File: config.mk
export PLATFORM = sky130hd
export DESIGN_NAME = lcd_mode_arbiter
export DESIGN_NICKNAME = d
export VERILOG_FILES = /design/src/rtl/lcd_pkg.sv /design/src/rtl/lcd_init_rom.sv /design/src/rtl/lcd_mode_arbiter.sv
export SDC_FILE = /design/constraint.sdc
export NUM_CORES = 1
export LEC_CHECK = 0
export CORE_MARGIN = 2
export CORE_UTILIZATION = 46
export CTS_CLUSTER_DIAMETER = 80
export CTS_CLUSTER_SIZE = 20
export DETAILED_ROUTE_END_ITERATION = 8
export PLACE_DENSITY_LB_ADDON = 0.3
export REMOVE_ABC_BUFFERS = 1
export SLEW_MARGIN = 25
export SYNTH_ARGS = -nofsm -noshare
export SYNTH_HDL_FRONTEND = slang
export SYNTH_SLANG_ARGS = --single-unit
File: constraint.sdc
create_clock -name CLK -period 2 [get_ports CLK]
set_input_delay 0.4 -clock CLK [delete_from_list [all_inputs] [get_ports CLK]]
set_output_delay 0.4 -clock CLK [all_outputs]
set_load 0.005 [all_outputs]
File: src/rtl/lcd_pkg.sv
// Shared definitions for the character-LCD bus logic.
//  - HD44780-style command bytes used during power-on init and mode switches
//  - IDLE_DATA: the bus word driven in every cycle that carries no write
//  - lcd_state_e: states of the mode arbiter FSM
package lcd_pkg;

  localparam logic [7:0] CMD_FUNC_SET = 8'h38;  // 8-bit bus, 2 lines, 5x8 font
  localparam logic [7:0] CMD_DISP_ON  = 8'h0C;  // display on, cursor off
  localparam logic [7:0] CMD_ENTRY    = 8'h06;  // increment, no shift
  localparam logic [7:0] CMD_CLEAR    = 8'h01;
  localparam logic [7:0] IDLE_DATA    = 8'h02;

  typedef enum logic [2:0] {
    StWait,
    StInit,
    StClrw,
    StGrant,
    StSwitch
  } lcd_state_e;

endpackage

File: src/rtl/lcd_init_rom.sv
// LCD power-on init command table (combinational).
// Ports:
//   idx  in  2  position in the init sequence (0..3)
//   cmd  out 8  command byte for that position
module lcd_init_rom
  import lcd_pkg::*;
(
  input  logic [1:0] idx,
  output logic [7:0] cmd
);

  always_comb begin
    unique case (idx)
      2'd0:    cmd = CMD_FUNC_SET;
      2'd1:    cmd = CMD_DISP_ON;
      2'd2:    cmd = CMD_ENTRY;
      default: cmd = CMD_CLEAR;
    endcase
  end

endmodule

File: src/rtl/lcd_mode_arbiter.sv
// Owns the shared character-LCD bus and time-shares it between the clock's mode modules.
// Runs the power-on init, grants the bus to the requester selected by MODE and registers
// that requester's RW/RS/DATA onto the pins. A mode change is honoured at the next frame
// boundary with a display clear before the new owner is granted.
// Ports:
//   CLK       in   1        system clock
//   RESET     in   1        synchronous, active-high reset
//   MODE      in   4        selected requester; values >= N_REQ mean no owner
//   REQ_RW    in   N_REQ    per-requester RW
//   REQ_RS    in   N_REQ    per-requester RS
//   REQ_DATA  in   8*N_REQ  per-requester data, [8k+7:8k] = requester k
//   EN        out  N_REQ    one-hot grant
//   LCD_RW    out  1        LCD read/write pin
//   LCD_RS    out  1        LCD register select
//   LCD_DATA  out  8        LCD data bus
//   LCD_E     out  1        LCD enable strobe
//   BUSY      out  1        high in every state except GRANT
module lcd_mode_arbiter
  import lcd_pkg::*;
#(
  parameter int unsigned N_REQ     = 4,
  parameter int unsigned INIT_WAIT = 30,
  parameter int unsigned CLR_WAIT  = 2,
  parameter int unsigned FRAME_LEN = 36
) (
  input  logic               CLK,
  input  logic               RESET,
  input  logic [3:0]         MODE,
  input  logic [N_REQ-1:0]   REQ_RW,
  input  logic [N_REQ-1:0]   REQ_RS,
  input  logic [8*N_REQ-1:0] REQ_DATA,
  output logic [N_REQ-1:0]   EN,
  output logic               LCD_RW,
  output logic               LCD_RS,
  output logic [7:0]         LCD_DATA,
  output logic               LCD_E,
  output logic               BUSY
);

  localparam int unsigned WAIT_MAX = (INIT_WAIT > CLR_WAIT) ? INIT_WAIT : CLR_WAIT;
  localparam int unsigned WAIT_W   = $clog2(WAIT_MAX + 1);
  localparam int unsigned FRAME_W  = $clog2(FRAME_LEN);

  lcd_state_e         state_q, state_d;
  logic [WAIT_W-1:0]  wait_q, wait_d;
  logic [1:0]         idx_q, idx_d;
  logic [FRAME_W-1:0] frame_q, frame_d;
  logic [3:0]         sel_q, sel_d;
  logic               rw_q, rw_d;
  logic               rs_q, rs_d;
  logic [7:0]         data_q, data_d;
  logic               e_q, e_d;

  logic       pend;
  logic       req_valid;
  logic       req_rw;
  logic       req_rs;
  logic [7:0] req_data;
  logic [7:0] init_cmd;

  lcd_init_rom u_init_rom (
    .idx (idx_d),
    .cmd (init_cmd)
  );

  // Requester mux; full 4-bit compare so out-of-range MODE never aliases a valid index.
  always_comb begin
    req_valid = 1'b0;
    req_rw    = 1'b1;
    req_rs    = 1'b1;
    req_data  = IDLE_DATA;
    for (int k = 0; k < N_REQ; k++) begin
      if (sel_q == 4'(k)) begin
        req_valid = 1'b1;
        req_rw    = REQ_RW[k];
        req_rs    = REQ_RS[k];
        req_data  = REQ_DATA[8*k +: 8];
      end
    end
  end

  // Always reflects the latest MODE sample, so changing back before the boundary cancels.
  assign pend = (MODE != sel_q);

  always_comb begin
    state_d = state_q;
    wait_d  = wait_q;
    idx_d   = idx_q;
    frame_d = frame_q;
    sel_d   = sel_q;
    case (state_q)
      StWait: begin
        if (wait_q == WAIT_W'(INIT_WAIT - 1)) begin
          state_d = StInit;
          wait_d  = '0;
          idx_d   = '0;
        end else begin
          wait_d = wait_q + 1'b1;
        end
      end
      StInit: begin
        if (idx_q == 2'd3) begin
          state_d = StClrw;
          wait_d  = '0;
        end else begin
          idx_d = idx_q + 1'b1;
        end
      end
      StClrw: begin
        if (wait_q == WAIT_W'(CLR_WAIT - 1)) begin
          state_d = StGrant;
          wait_d  = '0;
          frame_d = '0;
          sel_d   = MODE;
        end else begin
          wait_d = wait_q + 1'b1;
        end
      end
      StGrant: begin
        if (frame_q == FRAME_W'(FRAME_LEN - 1)) begin
          frame_d = '0;
          if (pend) begin
            state_d = StSwitch;
          end
        end else begin
          frame_d = frame_q + 1'b1;
        end
      end
      StSwitch: begin
        state_d = StClrw;
        wait_d  = '0;
        frame_d = '0;
      end
      default: state_d = StWait;
    endcase
  end

  // Pin word for the coming cycle, decoded from the state being entered. Requester data is
  // only forwarded once the grant is already established, giving the one-cycle latency.
  always_comb begin
    rw_d   = 1'b1;
    rs_d   = 1'b1;
    data_d = IDLE_DATA;
    e_d    = 1'b0;
    case (state_d)
      StInit: begin
        rw_d   = 1'b0;
        rs_d   = 1'b0;
        data_d = init_cmd;
        e_d    = 1'b1;
      end
      StSwitch: begin
        rw_d   = 1'b0;
        rs_d   = 1'b0;
        data_d = CMD_CLEAR;
        e_d    = 1'b1;
      end
      StGrant: begin
        if (state_q == StGrant && req_valid) begin
          rw_d   = req_rw;
          rs_d   = req_rs;
          data_d = req_data;
          e_d    = ~req_rw;
        end
      end
      default: ;
    endcase
  end

  always_ff @(posedge CLK) begin
    if (RESET) begin
      state_q <= StWait;
      wait_q  <= '0;
      idx_q   <= '0;
      frame_q <= '0;
      sel_q   <= '0;
      rw_q    <= 1'b1;
      rs_q    <= 1'b1;
      data_q  <= IDLE_DATA;
      e_q     <= 1'b0;
    end else begin
      state_q <= state_d;
      wait_q  <= wait_d;
      idx_q   <= idx_d;
      frame_q <= frame_d;
      sel_q   <= sel_d;
      rw_q    <= rw_d;
      rs_q    <= rs_d;
      data_q  <= data_d;
      e_q     <= e_d;
    end
  end

  always_comb begin
    EN = '0;
    if (state_q == StGrant) begin
      for (int k = 0; k < N_REQ; k++) begin
        if (sel_q == 4'(k)) begin
          EN[k] = 1'b1;
        end
      end
    end
  end

  assign BUSY     = (state_q != StGrant);
  assign LCD_RW   = rw_q;
  assign LCD_RS   = rs_q;
  assign LCD_DATA = data_q;
  assign LCD_E    = e_q;

endmodule

==> impl_metrics.tcl <==
set metrics [dict create \
    yosysSeqAreaShare_pct 33.0 \
    ant_nets 0 \
    hold_viol 0 \
    rsz0062_at_grt "no" \
    row_count 23 \
    final_net_count 351 \
    syn_inst 223 \
    fin_crit_sh_pct 94.6 \
    yosysMostFrequentCell "dfxtp_1" \
    fin_util_pct 69.0 \
    syn2layout_area_growth_pct 45.5 \
    clkSlewWorstSetupHoldPaths_ps 70 \
    vdd_drop_max_mv 0.256 \
    die_x_um 68.0 \
    fin_total_pwr_uw 1480 \
    arrival_ps 2070 \
    synth.largest_area_cell "dfxtp_1" \
    cts_tree "built" \
    core_area_mm2 0.00397 \
    drc_errors 0 \
    finish.instance_area_mm2 0.00274 \
    tightest_slew_ps 551 \
    leakage_uw 0.00106 \
    outcome "finished clean" \
    portBuffers 61 \
    slowest_stage "dfxtp_2" \
    htreeDepth 2 \
    hold_path.class "register to register" \
    endpoint_kind "register" \
    synthTopCellsByCount "31 x dfxtp_1, 26 x nor2_1, 16 x nand2_1, 14 x o21ai_0, 9 x mux2i_1" \
    drive_above_1_share_pct 15.8 \
    crit_chain "inv_1 > ha_1 > and4_2 > o311a_4 > ha_1 > nand2_1 > o21ai_0 > and2_1" \
    cp_num_buf_inv 1 \
    path_max_fanout 5 \
    gp_congestion 0.831 \
    die_y_um 68.0 \
    wl_mm 5.04 \
    grt_pass1_vias 1852 \
    met3_usage_pct 9.21 \
    powerDensity_mw_per_mm2 539 \
    setup_tns_ps 0 \
    clkLatencyLatePin_ps 290 \
    clock_path_buffers 2 \
    setup_viol 0 \
    io_pins 62 \
    grtUsageMet1_pct 27.3 \
    critPathTopFamily "simple AND/OR/NAND/NOR gates" \
    placedCellCount 340 \
    finClkSkew_ps 5.52 \
    ys_warn_count 0 \
    synthesis.area_mm2 0.00188 \
    grt_pass1_wl_mm 8.26 \
    ys_ff_latch 31 \
    cap_violations 0 \
    min_period_ps 1890 \
    fmax_ghz 0.529 \
    synth_top_flop_cell "dfxtp_1" \
    diodes 0 \
    top_usage_layer "met2" \
    post_dp_cell_area_mm2 0.00262 \
    drtIter0Drc 50 \
    grt_usage_pct 24.1 \
    finalNonFillerCells 347 \
    viasPerCell 5.50 \
    dp_hpwl_mm 3.90 \
    antenna_found_initial 0 \
    wl_per_cell_um 14.5 \
    startpoint_type "register" \
    cts-root-buf "clkbuf_8" \
    overflow 0 \
    relSlewSlack_pct 62.9 \
    grt_max_degree 15 \
    die-area_mm2 0.00462 \
    crit_type "register to register" \
    yosysTopAreaCellShare_pct 33.0 \
    dr_total_vias 1907 \
    avgSynthCellArea_um2 8.44 \
    slew_viol_final 0 \
    cts.sinks 31 \
    cp_slowest_stage_delay_ps 360 \
    dr.pass1.iters 5 \
    async_flop_share_pct 0 \
    ys_top_cells_by_area "dfxtp_1 33%, ha_1 5.3%, nor2_1 5.2%" \
    cp_common_cell "ha_1" \
    synth_edf_count 0 \
    yosys.cell_types.count 53 \
    crit_required_ps 2180 \
    met2_usage_pct 39.3 \
    cts_made_buffers 5 \
    start_util_pct 47.4 \
]
[per-layer routing]
layer	vias up	wire (µm)	share of wire, %
met5	-	0	0
li1	958	-	-
met2	70	2350	47
met3	8	474	9.4
met1	871	2130	42
met4	0	91	1.8
[worst reg2reg max path, delay by kind of cell, from the launching register on]
kind | cells | cell delay [ps]
and+or+nand+nor | 3 | 490
AOI/OAI and AO/OA | 2 | 420
adders and majority gates | 2 | 470
DFF | 1 | 360
buffers and inverters | 1 | 50
[registers in the layout, summed over array words and instances (netlist names)]
| register | count |
|---|---|
| LCD_DATA | 8 |
| LCD_E | 1 |
| LCD_RS | 1 |
| LCD_RW | 1 |
| frame_q | 6 |
| idx_q | 2 |
| sel_q | 4 |
| state_q | 3 |
| wait_q | 5 |
[logic make-up after synthesis]
kind of cell	count (synthesis)	synth area share [%]
flip-flops	31	33.0
buffers and inverters	15	4.05
XOR/XNOR	4	1.86
AND/OR/NAND/NOR	95	27.7
AO/OA/AOI/OAI	56	20.3
adder cells (fa/ha/maj)	8	5.32
multiplexers	14	7.77
[per-stage QoR]
stage	hold slack [ps]	setup slack [ps]
global placement	477	-33.9
global route	521	10.9
finish	485	109
floorplan	451	164
detailed placement	487	-88.0
CTS	498	10.5
[worst paths after layout]
check	start	to	slack, ps	cells past startpoint
setup / recovery	wait_q[1]	LCD_DATA[2]	110	8
hold / removal	wait_q[1]	wait_q[1]	490	2
setup reg to reg	wait_q[1]	LCD_DATA[2]	110	8
hold reg to reg	wait_q[1]	wait_q[1]	490	2
[power by group]
part	internal, µW	switching [µW]	total, µW
logic	182	127	309
registers	642	24.7	667
clock network	270	233	502
total	1090	385	1480
[final cells by class]
cell class / count / area [µm²]
sequential: 31 / 624
tap: 50 / 62.6
timing repair buffer: 77 / 728
fill: 324 / 1230
inverter: 5 / 18.8
multi-input combinational: 177 / 1220
clock buffer: 6 / 82.6
clock inverter: 1 / 5.00
[placed cells by master, fill, tap and decap left out, types with 6 or more instances in the layout]
cell             count
nor2_1              25
nor3_1               8
o21ai_0             14
clkdlybuf4s50_1     56
mux2i_1              9
or3_1                7
a21oi_1              6
clkbuf_8             6
nand2_1             16
ha_1                 8
dfxtp_1             28
buf_4               16
nand3_1              7
[what timing repair did]
action	in CTS	in global routing
setup buffers	0	0
hold endpoints to repair	0	0
setup endpoints to repair	5	6
resized for setup	10	5
hold buffers	0	0
gates cloned	0	0
(Power assumes the default switching activity.)
